`config.mk`:
```
export PLATFORM = sky130hd
export DESIGN_NAME = fetch_queue_stage
export DESIGN_NICKNAME = d
export VERILOG_FILES = /design/src/rtl/fetch_pkg.sv /design/src/rtl/fetch_fifo.sv /design/src/rtl/fetch_queue_stage.sv
export SDC_FILE = /design/constraint.sdc
export NUM_CORES = 1
export LEC_CHECK = 0
export CAP_MARGIN = 20
export CORE_AREA = 5 5 152 212
export DETAILED_ROUTE_END_ITERATION = 10
export DIE_AREA = 0 0 157 217
export MAX_ROUTING_LAYER = met4
export PLACE_DENSITY = 0.83
export SYNTH_ARGS = -nofsm -noshare
export SYNTH_HDL_FRONTEND = slang
export SYNTH_SLANG_ARGS = --single-unit
```
`constraint.sdc`:
```
create_clock -name clk -period 7.7 [get_ports clk]
set_clock_uncertainty 0.2 [all_clocks]
set_input_delay 0.77 -clock clk [delete_from_list [all_inputs] [get_ports clk]]
set_output_delay 0.77 -clock clk [all_outputs]
set_load 0.02 [all_outputs]
```
`src/rtl/fetch_pkg.sv`:
```
// fetch_pkg
// Shared constants and helpers for the instruction-fetch slice.
//   NOP_INSTR        : instruction shown to decode when the IF/ID register holds a bubble
//   DEFAULT_XLEN     : default address / PC width
//   DEFAULT_ILEN     : default instruction width
//   DEFAULT_RESET_PC : default PC after reset
//   cntWidth()       : counter width able to hold 0..depth inclusive
package fetch_pkg;

  localparam int          DEFAULT_XLEN     = 32;
  localparam int          DEFAULT_ILEN     = 32;
  localparam logic [31:0] DEFAULT_RESET_PC = 32'h0000_0000;

  // addi x0, x0, 0
  localparam logic [31:0] NOP_INSTR = 32'h0000_0013;

  // Counters must be able to represent "completely full", hence depth+1 values.
  function automatic int cntWidth(input int depth);
    return $clog2(depth + 1);
  endfunction

endpackage

```
`src/rtl/fetch_fifo.sv`:
```
// fetch_fifo
// Synchronous FIFO holding {pc, instr} pairs between the memory response
// path and the IF/ID register. Head data is presented combinationally.
//   clk_i   : clock, rising edge
//   rst_ni  : asynchronous active-low reset
//   push_i  : write data_i (accepted when not full, or when full and popping)
//   pop_i   : discard head entry (ignored when empty)
//   flush_i : drop all contents; overrides push and pop
//   data_i  : entry to write
//   data_o  : head entry
//   count_o : number of valid entries
//   full_o  : count_o == DEPTH
//   empty_o : count_o == 0
module fetch_fifo
  import fetch_pkg::*;
#(
  parameter int WIDTH = 64,
  parameter int DEPTH = 4
) (
  input  logic                       clk_i,
  input  logic                       rst_ni,
  input  logic                       push_i,
  input  logic                       pop_i,
  input  logic                       flush_i,
  input  logic [WIDTH-1:0]           data_i,
  output logic [WIDTH-1:0]           data_o,
  output logic [cntWidth(DEPTH)-1:0] count_o,
  output logic                       full_o,
  output logic                       empty_o
);

  localparam int AW = $clog2(DEPTH);
  localparam int CW = cntWidth(DEPTH);

  logic [WIDTH-1:0] mem_q [DEPTH];
  logic [AW-1:0]    rdPtr_q, wrPtr_q;
  logic [CW-1:0]    count_q;
  logic             doPush, doPop;

  assign full_o  = (count_q == CW'(DEPTH));
  assign empty_o = (count_q == '0);
  assign count_o = count_q;
  assign data_o  = mem_q[rdPtr_q];

  // A full FIFO may still take a write in the same cycle its head leaves.
  assign doPush = push_i && (!full_o || pop_i);
  assign doPop  = pop_i && !empty_o;

  // Pointers and occupancy; DEPTH is a power of two so pointers wrap naturally.
  always_ff @(posedge clk_i or negedge rst_ni) begin
    if (!rst_ni) begin
      rdPtr_q <= '0;
      wrPtr_q <= '0;
      count_q <= '0;
    end else if (flush_i) begin
      rdPtr_q <= '0;
      wrPtr_q <= '0;
      count_q <= '0;
    end else begin
      if (doPush) wrPtr_q <= wrPtr_q + AW'(1);
      if (doPop)  rdPtr_q <= rdPtr_q + AW'(1);
      count_q <= count_q + CW'(doPush) - CW'(doPop);
    end
  end

  // Storage needs no reset: entries are only read once the count covers them.
  always_ff @(posedge clk_i) begin
    if (doPush && !flush_i) mem_q[wrPtr_q] <= data_i;
  end

endmodule

```
`src/rtl/fetch_queue_stage.sv`:
```
// fetch_queue_stage
// Instruction-fetch stage: issues sequential requests to an in-order,
// variable-latency instruction memory, buffers responses in a prefetch
// queue and feeds decode through a stallable, flushable IF/ID register.
//   clk, rst (async, active-low)
//   PCSrcE / PCTargetE      : redirect from Execute and its target
//   StallD                  : hold the IF/ID register
//   imem_req_valid/addr     : fetch request, imem_req_ready accepts it
//   imem_rsp_valid/data     : in-order instruction responses
//   InstrD/PCD/PCPlus4D     : IF/ID register contents
//   ValidD                  : IF/ID holds a real instruction, not a bubble
module fetch_queue_stage
  import fetch_pkg::*;
#(
  parameter int              XLEN     = DEFAULT_XLEN,
  parameter int              ILEN     = DEFAULT_ILEN,
  parameter int              QDEPTH   = 4,
  parameter logic [XLEN-1:0] RESET_PC = XLEN'(DEFAULT_RESET_PC)
) (
  input  logic            clk,
  input  logic            rst,
  input  logic            PCSrcE,
  input  logic [XLEN-1:0] PCTargetE,
  input  logic            StallD,
  output logic            imem_req_valid,
  output logic [XLEN-1:0] imem_req_addr,
  input  logic            imem_req_ready,
  input  logic            imem_rsp_valid,
  input  logic [ILEN-1:0] imem_rsp_data,
  output logic [ILEN-1:0] InstrD,
  output logic [XLEN-1:0] PCD,
  output logic [XLEN-1:0] PCPlus4D,
  output logic            ValidD
);

  localparam int CW = cntWidth(QDEPTH);
  localparam int EW = XLEN + ILEN;

  logic [XLEN-1:0] fetchPc_q, fetchPc_d;
  logic [XLEN-1:0] rspPc_q, rspPc_d;
  logic [CW-1:0]   outstanding_q, outstanding_d;
  logic [CW-1:0]   drop_q, drop_d;

  logic [ILEN-1:0] instrD_q, instrD_d;
  logic [XLEN-1:0] pcD_q, pcD_d;
  logic [XLEN-1:0] pcPlus4D_q, pcPlus4D_d;
  logic            validD_q, validD_d;

  logic [CW-1:0]   qCount;
  logic            qFull, qEmpty;
  logic [EW-1:0]   qHead;
  logic [CW:0]     inUse;
  logic            reqFire, rspKeep, qPush, qPop;

  // Every slot promised to an in-flight request is reserved in the queue,
  // so a response can never find the queue full.
  assign inUse          = {1'b0, qCount} + {1'b0, outstanding_q};
  assign imem_req_valid = rst && !PCSrcE && (inUse < (CW+1)'(QDEPTH));
  assign imem_req_addr  = fetchPc_q;
  assign reqFire        = imem_req_valid && imem_req_ready;

  // Responses to requests issued before a redirect are thrown away.
  assign rspKeep = imem_rsp_valid && !PCSrcE && (drop_q == '0);
  assign qPush   = rspKeep;
  assign qPop    = !PCSrcE && !StallD && !qEmpty;

  fetch_fifo #(
    .WIDTH(EW),
    .DEPTH(QDEPTH)
  ) u_queue (
    .clk_i  (clk),
    .rst_ni (rst),
    .push_i (qPush),
    .pop_i  (qPop),
    .flush_i(PCSrcE),
    .data_i ({rspPc_q, imem_rsp_data}),
    .data_o (qHead),
    .count_o(qCount),
    .full_o (qFull),
    .empty_o(qEmpty)
  );

  // Fetch PC, response-PC tag and the two counters. Requests are always
  // sequential from the last redirect, so the PC of the next kept response
  // is simply a second counter reloaded on redirect.
  always_comb begin
    fetchPc_d     = fetchPc_q;
    rspPc_d       = rspPc_q;
    outstanding_d = outstanding_q;
    drop_d        = drop_q;
    if (PCSrcE) begin
      fetchPc_d     = PCTargetE;
      rspPc_d       = PCTargetE;
      outstanding_d = outstanding_q - CW'(imem_rsp_valid);
      drop_d        = outstanding_q - CW'(imem_rsp_valid);
    end else begin
      if (reqFire) fetchPc_d = fetchPc_q + XLEN'(4);
      if (rspKeep) rspPc_d = rspPc_q + XLEN'(4);
      if (imem_rsp_valid && (drop_q != '0)) drop_d = drop_q - CW'(1);
      outstanding_d = outstanding_q + CW'(reqFire) - CW'(imem_rsp_valid);
    end
  end

  // IF/ID next state: redirect forces a bubble even under stall; otherwise a
  // stall holds everything and a free slot takes the queue head or a bubble.
  always_comb begin
    instrD_d   = instrD_q;
    pcD_d      = pcD_q;
    pcPlus4D_d = pcPlus4D_q;
    validD_d   = validD_q;
    if (PCSrcE || (!StallD && qEmpty)) begin
      instrD_d   = ILEN'(NOP_INSTR);
      pcD_d      = '0;
      pcPlus4D_d = '0;
      validD_d   = 1'b0;
    end else if (!StallD) begin
      instrD_d   = qHead[ILEN-1:0];
      pcD_d      = qHead[EW-1:ILEN];
      pcPlus4D_d = qHead[EW-1:ILEN] + XLEN'(4);
      validD_d   = 1'b1;
    end
  end

  // All architectural state of the stage.
  always_ff @(posedge clk or negedge rst) begin
    if (!rst) begin
      fetchPc_q     <= RESET_PC;
      rspPc_q       <= RESET_PC;
      outstanding_q <= '0;
      drop_q        <= '0;
      instrD_q      <= ILEN'(NOP_INSTR);
      pcD_q         <= '0;
      pcPlus4D_q    <= '0;
      validD_q      <= 1'b0;
    end else begin
      fetchPc_q     <= fetchPc_d;
      rspPc_q       <= rspPc_d;
      outstanding_q <= outstanding_d;
      drop_q        <= drop_d;
      instrD_q      <= instrD_d;
      pcD_q         <= pcD_d;
      pcPlus4D_q    <= pcPlus4D_d;
      validD_q      <= validD_d;
    end
  end

  assign InstrD   = instrD_q;
  assign PCD      = pcD_q;
  assign PCPlus4D = pcPlus4D_q;
  assign ValidD   = validD_q;

  // A kept response landing in a full queue that is not draining means the
  // memory returned more responses than were requested.
  assert property (@(posedge clk) disable iff (!rst) !(qPush && qFull && !qPop));

endmodule

```
==> results of run 1 <==
flip-flops by register name, indices dropped and copies added (netlist names):
name	flops
InstrD	32
PCD	32
PCPlus4D	30
ValidD	1
drop_q	3
imem_req_addr	32
outstanding_q	3
rspPc_q	32
u_queue.count_o	3
u_queue.mem_q	256
u_queue.rdPtr_q	2
u_queue.wrPtr_q	2
cell usage after synthesis, types with 4 or more instances:
master and count:
a21o_1 4, a21oi_1 13, a22o_1 47, a31oi_1 9, a32oi_1 6, and2_1 7, and3_1 12, and4_1 7
buf_1 8, buf_2 6, buf_4 5, clkbuf_1 36, dfrtp_1 169, edfxtp_1 256, ha_1 17, inv_1 30
mux2_2 13, mux4_2 64, nand2_1 123, nand3_1 47, nand4_1 22, nor2_1 42, nor3_1 21, nor4_1 18
o211ai_1 10, o21ai_0 57, o311ai_0 10, or3_1 5, xnor2_1 31, xor2_1 24
area by class of cell:
cell class,instances,area (µm²),area share [%]
sequential,428,12000,56.28
tap,385,481.7,2.259
timing repair buffer,208,2056,9.641
multi-input combinational,668,5363,25.15
clock buffer,56,1101,5.164
inverter,33,123.9,0.5809
clock inverter,14,197.7,0.9271
kinds of logic (layout without fill, tap and decap cells):
family / Yosys count / after routing / synth area share [%]
flops: 428 / 428 / 67.53
simple gates: 331 / 331 / 9.510
compound gates: 183 / 183 / 7.305
buf+inv: 92 / 311 / 2.409
mux: 80 / 80 / 9.108
xor+xnor: 55 / 55 / 2.712
fa+ha+maj: 19 / 19 / 1.423
how the worst max path moves through the flow:
stage | from | endpoint | slack [ns] | cells past startpoint
5_1_grt | rst | outstanding_q[2] | 3.67 | 11
6_report | rst | outstanding_q[2] | 3.90 | 11
3_3_place_gp | rst | outstanding_q[2] | 3.51 | 11
4_1_cts | rst | outstanding_q[2] | 3.93 | 11
3_5_place_dp | rst | outstanding_q[2] | 3.36 | 11
2_1_floorplan | imem_rsp_valid | u_queue.mem_q[0][0] | 3.71 | 6
layer usage:
| layer | global-route usage, % | up-vias |
|---|---|---|
| met2 | 40.33 | 634 |
| met1 | 33.22 | 5607 |
| li1 | - | 4931 |
| met4 | 8.799 | 0 |
| met3 | 3.756 | 113 |
| met5 | - | - |
power groups by stage:
stage	Clock, µW	Combinational, µW	Sequential (µW)
finish	1980	1370	2910
global route	2110	1480	2940
CTS	2010	1380	2910
detailed placement	0	1360	2950
global placement	0	1330	2940
floorplan	0	781	3000
critical path: stages:
cell and delay (ns):
buf_6 0.47, nor4b_2 0.34, and4_1 0.56, inv_2 0.38
ha_1 0.38, inv_1 0.04, ha_1 0.18, fa_1 0.37
xor2_1 0.14, o21ai_0 0.21, xor2_1 0.16
metrics by stage:
stage,hold slack (ns),util [%],instances
floorplan,0.2744,-,1188
CTS,0.04440,71.23,1792
global placement,0.2657,66.89,1722
finish,0.01936,71.23,1792
detailed placement,0.2705,66.89,1722
global route,0.06645,71.23,1792
==> summary.md, run 1 <==
| Metric | Value |
|---|---|
| FF-to-FF End | `outstanding_q[2]` |
| Clock tree buffer depth | `3` |
| Max Cap Viol | `0` |
| Setup crit start kind | `input pin` |
| Post-synth ARST share | `40.19%` |
| Commonest non-fill, non-tap cells in the layout | `256 x edfxtp_1, 197 x clkdlybuf4s50_1, 167 x dfrtp_1` |
| Main synth FF type | `edfxtp_1` |
| Comb power frac | `21.8%` |
| Clock transition at path regs | `roughly 0.060 ns` |
| Vias in the first global route | `11650` |
| Overall Global Routing Usage | `25.10%` |
| Met1 wire length | `15.74 mm` |
| PwrDens | `293.9 nW/µm²` |
| Hold Violations, Final | `0` |
| Design Power | `6266 µW` |
| Net Sw Frac | `28.40%` |
| Int Power | `4486 µW` |
| Clk_lat worst skew | `0.54 ns` |
| Nets@finish | `1467` |
| Pre-CTS setup slack | `3.355 ns` |
| Cells on worst reg2reg path | `11` |
| Htree depth | `2` |
| Most common cell after layout, fill and taps aside | `edfxtp_1` |
| Reg2reg setup slack | `~4 ns` |
| Min Tclk post-route | `3.802 ns` |
| Initial antenna violation count | `0` |
| Post-synth EDFFs | `256` |
| Share of power burned in registers | `46.5%` |
| Mapped Cells | `1188` |
| Number of fill cells | `1846` |
| Vias after detailed routing | `11290` |
| Post-synthesis net count | `1277` |
| Register area share after synthesis | `67.53%` |
| First-pass DRT Iterations | `5` |
| RSZ-0062 raised after global routing | `no` |
| Port Buffers | `199` |
| FF-to-FF Start | `outstanding_q[2]` |
| Placed Area | `20020 µm²` |
| Metal2 WL | `20.75 mm` |
| Largest cells by area after synthesis | `edfxtp_1 43%, dfrtp_1 24%, mux4_2 8.1%` |
| Clock share of power | `31.7%` |
| Chip height | `217 µm` |
| I/O Pins | `200` |
| CTS Sinks | `between 400 and 500` |
| Layout cell share with drive strength beyond 1 | `12.37%` |
| Clock root buffer | `clkbuf_16` |
| Data arrival time of the critical path | `a little over 4 ns` |
| TNS Setup | `0 ns` |
| Placement Rows | `75` |
| Die width | `~160 µm` |
| Worst-margin pin slew | `between 1 and 1.5 ns` |
| Setup bufs post-CTS | `0` |
| Post-CTS sizing | `0` |
| Kind of critical path | `in2reg` |
| Routed Antenna Nets | `0` |
| Final HPWL DP | `25.20 mm` |
| Gpl congestion | `0.9072` |
| Netlist cell types | `74` |
| Post-route cell area | `21320 µm²` |
| Max Used Layer | `met4` |
| Initial Util | `59.34%` |
| Seq cells post-synth | `428` |
| Cell Area, Synth | `between 15000 and 20000 µm²` |
| Final Cycle Share | `around 49%` |
| Worst-path fanout max | `67` |
| Final WS setup | `between 3 and 4 ns` |
| Final wirelength | `between 40 and 50 mm` |
| Via density | `6.297` |
| Post-Syn Area per Cell | `14.95 µm²` |
| Outcome | `complete, no violations` |
| Critical path endpoint category | `flip-flop` |
| Routed met3 length | `3.107 mm` |
| Achievable Freq | `about 260 MHz` |
| Top cell type's share of synthesized area | `43.28%` |
| Area Growth Syn to Fin | `20.05%` |
| CP Data Required Time | `7.96 ns` |
| Max-slew violations | `0` |
| Post-DR wirelength/cell | `22.89 µm` |
| Sw power | `approximately 1800 µW` |
| Setup violations, final | `0` |
| Min-Delay Path Class | `in2async` |
| Drt initial violations | `1038` |
| YS warnings | `0` |
| Pin count of the biggest net entering global routing | `71` |
| Die ar. | `~34000 µm²` |
| Post-CTS Hold Fix Bufs | `0` |
| Max-slew headroom at the worst pin | `33.13%` |
| Num CTS Buffers | `39` |
| N_diodes | `0` |
| Leakage power | `0.007810 µW` |
| Remaining DRCs | `0` |
| CTS tree | `yes` |
| Overflow after GRT | `0` |
| Core Footprint | `29940 µm²` |
| Area leader, netlist | `edfxtp_1` |
| Wire length of the first global-routing pass | `64.90 mm` |
| Maximum VDD drop | `roughly 130 µV` |
No activity file was read; power rests on OpenSTA's default activity.
==> inputs of run 2 (changes only) <==
--- a/config.mk
+++ b/config.mk
@@ -6,11 +6,11 @@
 export NUM_CORES = 1
 export LEC_CHECK = 0
 export CAP_MARGIN = 20
-export CORE_AREA = 5 5 152 212
+export CORE_AREA = 5 5 157 219
 export DETAILED_ROUTE_END_ITERATION = 10
-export DIE_AREA = 0 0 157 217
+export DIE_AREA = 0 0 162 224
 export MAX_ROUTING_LAYER = met4
-export PLACE_DENSITY = 0.83
+export PLACE_DENSITY = 0.79
 export SYNTH_ARGS = -nofsm -noshare
 export SYNTH_HDL_FRONTEND = slang
 export SYNTH_SLANG_ARGS = --single-unit
==> constraint.sdc (replaced) <==
create_clock -name clk -period 3.5 [get_ports clk]
set_clock_uncertainty 0.2 [all_clocks]
set_input_delay 0.35 -clock clk [delete_from_list [all_inputs] [get_ports clk]]
set_output_delay 0.35 -clock clk [all_outputs]
set_load 0.02 [all_outputs]
==> summary.md, run 2 (synthesized netlist as in run 1, its figures left out) <==
| Metric | Value |
|---|---|
| Multi-input logic area | `5360 µm² (about the same)` |
| Remaining DRCs | `0 (unchanged)` |
| Clk_lat worst skew | `0.52 ns (-0.02 ns)` |
| Min Tclk post-route | `3.063 ns` |
| Die ar. | `36290 µm² (+6.5%)` |
| TNS Setup | `0 ns (unchanged)` |
| Post-route cell area | `21670 µm² (+1.6%)` |
| Post-DR wirelength/cell | `22.34 µm (-2.4%)` |
| Vias in the first global route | `11730 (+0.72%)` |
| Overflow after GRT | `0 (unchanged)` |
| Met1 Usage GRT | `30.89% (-2.3 points)` |
| FF-to-FF End | `imem_req_addr[30]` |
| Crit path launch | `outstanding_q[2]` |
| Die width | `162 µm (+3.2%)` |
| Achievable Freq | `326.5 MHz` |
| CTS tree | `yes` |
| Num CTS Buffers | `40 (+2.6%)` |
| Max Cap Viol | `0 (unchanged)` |
| Clock transition at path regs | `0.06 ns (about the same)` |
| Placed Area | `20280 µm² (+1.3%)` |
| Post-CTS sizing | `0 (unchanged)` |
| First-pass DRT Iterations | `7 (+2)` |
| Overall Global Routing Usage | `23.28% (-1.8 points)` |
| N_diodes | `0 (unchanged)` |
| Max-slew violations | `0 (unchanged)` |
| Worst-path fanout max | `33 (-51%)` |
| Final wirelength | `40.90 mm (-0.31%)` |
| Final Cycle Share | `87.52%` |
| Nets@finish | `1490 (+1.6%)` |
| Top reg by flops | `u_queue.mem_q` |
| Outcome | `complete, no violations` |
| Number of fill cells | `2137 (+16%)` |
| Initial Util | `55.15% (-4.2 points)` |
| Gr busiest metal | `met2` |
| Worst Hold Depth | `3` |
| Htree depth | `2 (unchanged)` |
| CP Data Required Time | `3.73 ns (-4.23 ns)` |
| Met2 Use GR | `38.31% (-2.0 points)` |
| Area Growth Syn to Fin | `21.98%` |
| Sequential Area | `12000 µm² (unchanged)` |
| Kind of critical path | `reg2reg` |
| Hold Violations, Final | `0 (unchanged)` |
| Max-slew headroom at the worst pin | `45.12% (+12 points)` |
| Cells on worst reg2reg path | `8 (-3)` |
| Chip height | `224 µm (+3.2%)` |
| M3 GR Usage | `3.129% (-0.63 points)` |
| Maximum VDD drop | `404.3 µV (+200%)` |
| Reg2reg setup slack | `0.44 ns (-3.56 ns)` |
| Wire length of the first global-routing pass | `65.08 mm (+0.28%)` |
| Clock tree buffer depth | `3 (unchanged)` |
| Max reg flops | `256 (unchanged)` |
| Most common cell after layout, fill and taps aside | `edfxtp_1` |
| Hold_sp | `PCTargetE[30]` |
| Setup violations, final | `0 (unchanged)` |
| I/O Pins | `200 (unchanged)` |
| Port Buffers | `199 (unchanged)` |
| Commonest non-fill, non-tap cells in the layout | `256 x edfxtp_1, 197 x clkdlybuf4s50_1, 167 x dfrtp_1` |
| Worst-margin pin slew | `0.8231 ns (-0.1800 ns)` |
| Drt initial violations | `1147 (+11%)` |
| RSZ-0062 raised after global routing | `no` |
| Initial antenna violation count | `0 (unchanged)` |
| Routed Antenna Nets | `0 (unchanged)` |
| Layout cell share with drive strength beyond 1 | `13.49% (+1.1 points)` |
| Final HPWL DP | `26.28 mm (+4.3%)` |
| Leakage power | `0.007966 µW (+2.0%)` |
| PwrDens | `647.4 nW/µm² (+120%)` |
| Setup crit start kind | `flip-flop` |
| Min-Delay Path Class | `in2reg` |
| Placement Rows | `78 (+4.0%)` |
| Vias after detailed routing | `11380 (+0.82%)` |
| Pin count of the biggest net entering global routing | `123 (+73%)` |
| Data arrival time of the critical path | `3.29 ns (-0.77 ns)` |
| Design Power | `14030 µW (+120%)` |
| Core Footprint | `32210 µm² (+7.6%)` |
| Via density | `6.214 (-1.3%)` |
| CTS Sinks | `428 (unchanged)` |
| Critical path endpoint category | `flip-flop` |
| Hold EP | `rspPc_q[30]` |
| Gpl congestion | `0.8918 (-1.7%)` |
| FF-to-FF Start | `outstanding_q[2]` |
| Clock root buffer | `clkbuf_16` |
-- run 2: cell types whose count changed in the layout (fill, tap and decap cells not counted), sizes merged --
cell         delta
buf            +20
dlygate4sd3     +2
clkbuf          -5
bufinv          +3
inv             -1
clkinv          +4
clkinvlp        +1
-- run 2: worst max-delay path by stage --
stage / end / slack [ns]
global placement: imem_req_addr[30] / 0.54
global route: imem_req_addr[30] / 0.32
floorplan: outstanding_q[2] / 0.24
CTS: imem_req_addr[30] / 0.44
detailed placement: imem_req_addr[30] / 0.47
finish: imem_req_addr[30] / 0.44
-- run 2: final cells by class --
class | count | area share, %
Multi-Input combinational cell | 668 | 24.74
Sequential cell | 428 | 55.39
Clock inverter | 21 | 1.403
Clock buffer | 51 | 4.909
Timing Repair Buffer | 230 | 10.68
Inverter | 33 | 0.5717
Tap cell | 400 | 2.310
-- run 2: what timing repair did --
item | 4_1_cts | 5_1_grt
hold buffers | 2 | 0
endpoints found under the hold margin | 54 | 0
buffers inserted | 0 | 0
endpoints found under the setup margin | 0 | 0
-- run 2: report_power, final --
group          switching (µW)  internal [µW]
Combinational            1640           1480
Sequential                489           5870
Clock                    1810           2740
Total                    3940          10100
-- run 2: critical path: stages, from the launching register on --
cell      delay, ns
dfrtp_1        0.41
ha_1           0.31
nor4b_2        0.30
and4_1         0.28
inv_2          0.05
buf_4          0.23
or4_4          0.58
or3_1          0.36
a221oi_1       0.23
-- run 2: routing by layer --
layer / vias to the layer above / wire (µm)
li1: 4980 / -
met1: 5724 / 16240
met2: 586 / 20550
met3: 88 / 2934
met4: 0 / 1171
met5: - / 0
-- run 2: per-stage QoR --
stage	std cells	hold slack (ns)	setup WS [ns]	utilization, %
finish	1831	0.2181	0.4368	67.27
global placement	1757	0.2603	0.5377	62.96
global route	1831	0.2376	0.3152	67.27
floorplan	1188	-0.1456	0.2426	-
CTS	1831	0.1937	0.4402	67.27
detailed placement	1757	0.2726	0.4650	62.96
==> inputs of run 3 (changes only) <==
--- a/config.mk
+++ b/config.mk
@@ -6,11 +6,11 @@
 export NUM_CORES = 1
 export LEC_CHECK = 0
 export CAP_MARGIN = 20
-export CORE_AREA = 5 5 157 219
+export CORE_AREA = 5 5 163 227
 export DETAILED_ROUTE_END_ITERATION = 10
-export DIE_AREA = 0 0 162 224
+export DIE_AREA = 0 0 168 232
 export MAX_ROUTING_LAYER = met4
-export PLACE_DENSITY = 0.79
+export PLACE_DENSITY = 0.74
 export SYNTH_ARGS = -nofsm -noshare
 export SYNTH_HDL_FRONTEND = slang
 export SYNTH_SLANG_ARGS = --single-unit
==> summary.md, run 3 (synthesized netlist as in run 1, its figures left out) <==
| Metric | Value |
|---|---|
| Hold_sp | `PCSrcE` |
| Achievable Freq | `329.3 MHz (+0.87%)` |
| Via density | `5.914 (-4.8%)` |
| Final wirelength | `40.51 mm (-0.95%)` |
| Sequential Area | `12000 µm² (unchanged)` |
| Clock share of power | `31.4% (-1.1 points)` |
| Num CTS Buffers | `40 (unchanged)` |
| Crit path launch | `outstanding_q[2]` |
| Max-slew headroom at the worst pin | `36.23% (-8.9 points)` |
| Critical path endpoint category | `flip-flop` |
| Commonest non-fill, non-tap cells in the layout | `256 x edfxtp_1, 197 x clkdlybuf4s50_1, 167 x dfrtp_1` |
| Die width | `168 µm (+3.7%)` |
| CP Data Required Time | `3.73 ns (about the same)` |
| Setup bufs post-CTS | `0 (unchanged)` |
| Gpl congestion | `0.8741 (-2.0%)` |
| Final HPWL DP | `27.27 mm (+3.8%)` |
| PwrDens | `636.3 nW/µm² (-1.7%)` |
| I/O Pins | `200 (unchanged)` |
| Port Buffers | `199 (unchanged)` |
| Routed Antenna Nets | `0 (unchanged)` |
| FF-to-FF Start | `outstanding_q[2]` |
| Clk_lat worst skew | `0.53 ns (about the same)` |
| Family with the most delay on the worst path | `simple AND/OR/NAND/NOR gates` |
| Placement Rows | `81 (+3.8%)` |
| Final WS setup | `0.4632 ns (+0.02637 ns)` |
| Min Tclk post-route | `3.037 ns (-0.02637 ns)` |
| Buf/Inv on CP | `2 (unchanged)` |
| Overall Global Routing Usage | `21.39% (-1.9 points)` |
| Data arrival time of the critical path | `3.26 ns (-0.03 ns)` |
| Leakage power | `0.007923 µW (-0.54%)` |
| N_diodes | `0 (unchanged)` |
| Most common cell after layout, fill and taps aside | `edfxtp_1` |
| CTS tree | `yes` |
| Clock tree buffer depth | `3 (unchanged)` |
| Layout cell share with drive strength beyond 1 | `13.51% (+0.019 points)` |
| Placed Area | `20360 µm² (+0.38%)` |
| Worst-margin pin slew | `0.9565 ns (+0.1334 ns)` |
| Worst-path fanout max | `33 (unchanged)` |
| Vias after detailed routing | `11150 (-2.0%)` |
| Highest cell delay on the worst timing path | `0.58 ns (about the same)` |
| Clock transition at path regs | `0.06 ns (about the same)` |
| Net Sw Frac | `28.48% (+0.41 points)` |
| Htree depth | `2 (unchanged)` |
| Setup crit start kind | `flip-flop` |
| Setup violations, final | `0 (unchanged)` |
| Kind of critical path | `reg2reg` |
| Die ar. | `38980 µm² (+7.4%)` |
| Hold Violations, Final | `0 (unchanged)` |
| Initial antenna violation count | `0 (unchanged)` |
| Initial Util | `51.10% (-4.1 points)` |
| Pin count of the biggest net entering global routing | `73 (-41%)` |
| Pre-CTS setup slack | `0.4479 ns (-0.01708 ns)` |
| Number of fill cells | `2542 (+19%)` |
| Share of power burned in registers | `45.9% (+0.6 points)` |
| Outcome | `complete, no violations` |
| Max-slew violations | `0 (unchanged)` |
| Max reg flops | `256 (unchanged)` |
| Top reg by flops | `u_queue.mem_q` |
| Core Util, Final | `62.32% (-5.0 points)` |
| Min-Delay Path Class | `in2reg` |
| Vias in the first global route | `11390 (-2.9%)` |
| Remaining DRCs | `0 (unchanged)` |
| Clock root buffer | `clkbuf_16` |
| Post-route cell area | `21660 µm² (about the same)` |
| RSZ-0062 raised after global routing | `no` |
| Overflow after GRT | `0 (unchanged)` |
| Multi-input logic area | `5363 µm² (about the same)` |
| Area Growth Syn to Fin | `21.97% (about the same)` |
| Core Footprint | `34760 µm² (+7.9%)` |
| First-pass DRT Iterations | `5 (-2)` |
| Max Cap Viol | `0 (unchanged)` |
| Comb power frac | `22.7% (+0.5 points)` |
| CTS Sinks | `428 (unchanged)` |
| Slowest-stage cell, CP | `or4_4` |
| Sw power | `3926 µW (-0.30%)` |
| Drt initial violations | `995 (-13%)` |
| TNS Setup | `0 ns (unchanged)` |
| Wire length of the first global-routing pass | `64.11 mm (-1.5%)` |
| Hold_ws | `0.02844 ns (-0.1896 ns)` |
| Chip height | `232 µm (+3.6%)` |
| Int Power | `9859 µW (-2.3%)` |
| Maximum VDD drop | `405.0 µV (+0.16%)` |
| Cells along the critical path | `ha_1 > nor4b_2 > and4_1 > inv_2 > buf_4 > or4_4 > or3_1 > a221oi_1` |
| Final Cycle Share | `86.77% (-0.75 points)` |
| Nets@finish | `1488 (-0.13%)` |
| Post-DR wirelength/cell | `21.49 µm (-3.8%)` |
run 3: tightest hold or removal path: stages:
cell and delay [ns]:
buf_2 0.20, nand2_1 0.08, o21ai_0 0.07
run 3: per-stage QoR:
step	cells	power (µW)
CTS	1885	13910
finish	1885	13780
detailed placement	1812	9581
global route	1885	14410
floorplan	1188	8319
global placement	1812	9493
run 3: path summary, 6_finish.rpt:
kind                                     end  slack [ns]  cells after the start
max                        imem_req_addr[30]        0.46                      8
min                                drop_q[2]        0.03                      3
max in group asynchronous  imem_req_addr[12]        1.28                      4
max reg2reg                imem_req_addr[30]        0.46                      8
min reg2reg                      PCPlus4D[5]        0.28                      2
min in group asynchronous          InstrD[2]        0.37                      3
run 3: power groups by stage:
stage	clock [µW]	combinational [µW]	sequential [µW]
2_1_floorplan	0	1720	6600
3_3_place_gp	0	3090	6400
3_5_place_dp	0	3150	6430
4_1_cts	4400	3170	6340
5_1_grt	4620	3380	6410
6_report	4320	3130	6330
run 3: routing by layer:
metal / vias to the layer above / share of wire, % / global-route usage (%)
met2: 524 / 50 / 35.26
li1: 4982 / - / -
met1: 5575 / 40 / 28.08
met3: 67 / 6.9 / 3.355
met4: 0 / 2.5 / 5.836
met5: - / 0 / -
run 3: layout make-up:
cell class,instances,share of cell area [%]
clock buffer,53,5.036
tap,456,2.634
timing repair buffer,228,10.66
inverter,33,0.5718
clock inverter,19,0.9587
multi-input combinational,668,24.75
sequential,428,55.39
run 3: what timing repair did:
action / CTS / global route
gates resized for setup: 0 / 0
hold endpoints to repair: 51 / 0
hold buffers: 1 / 0
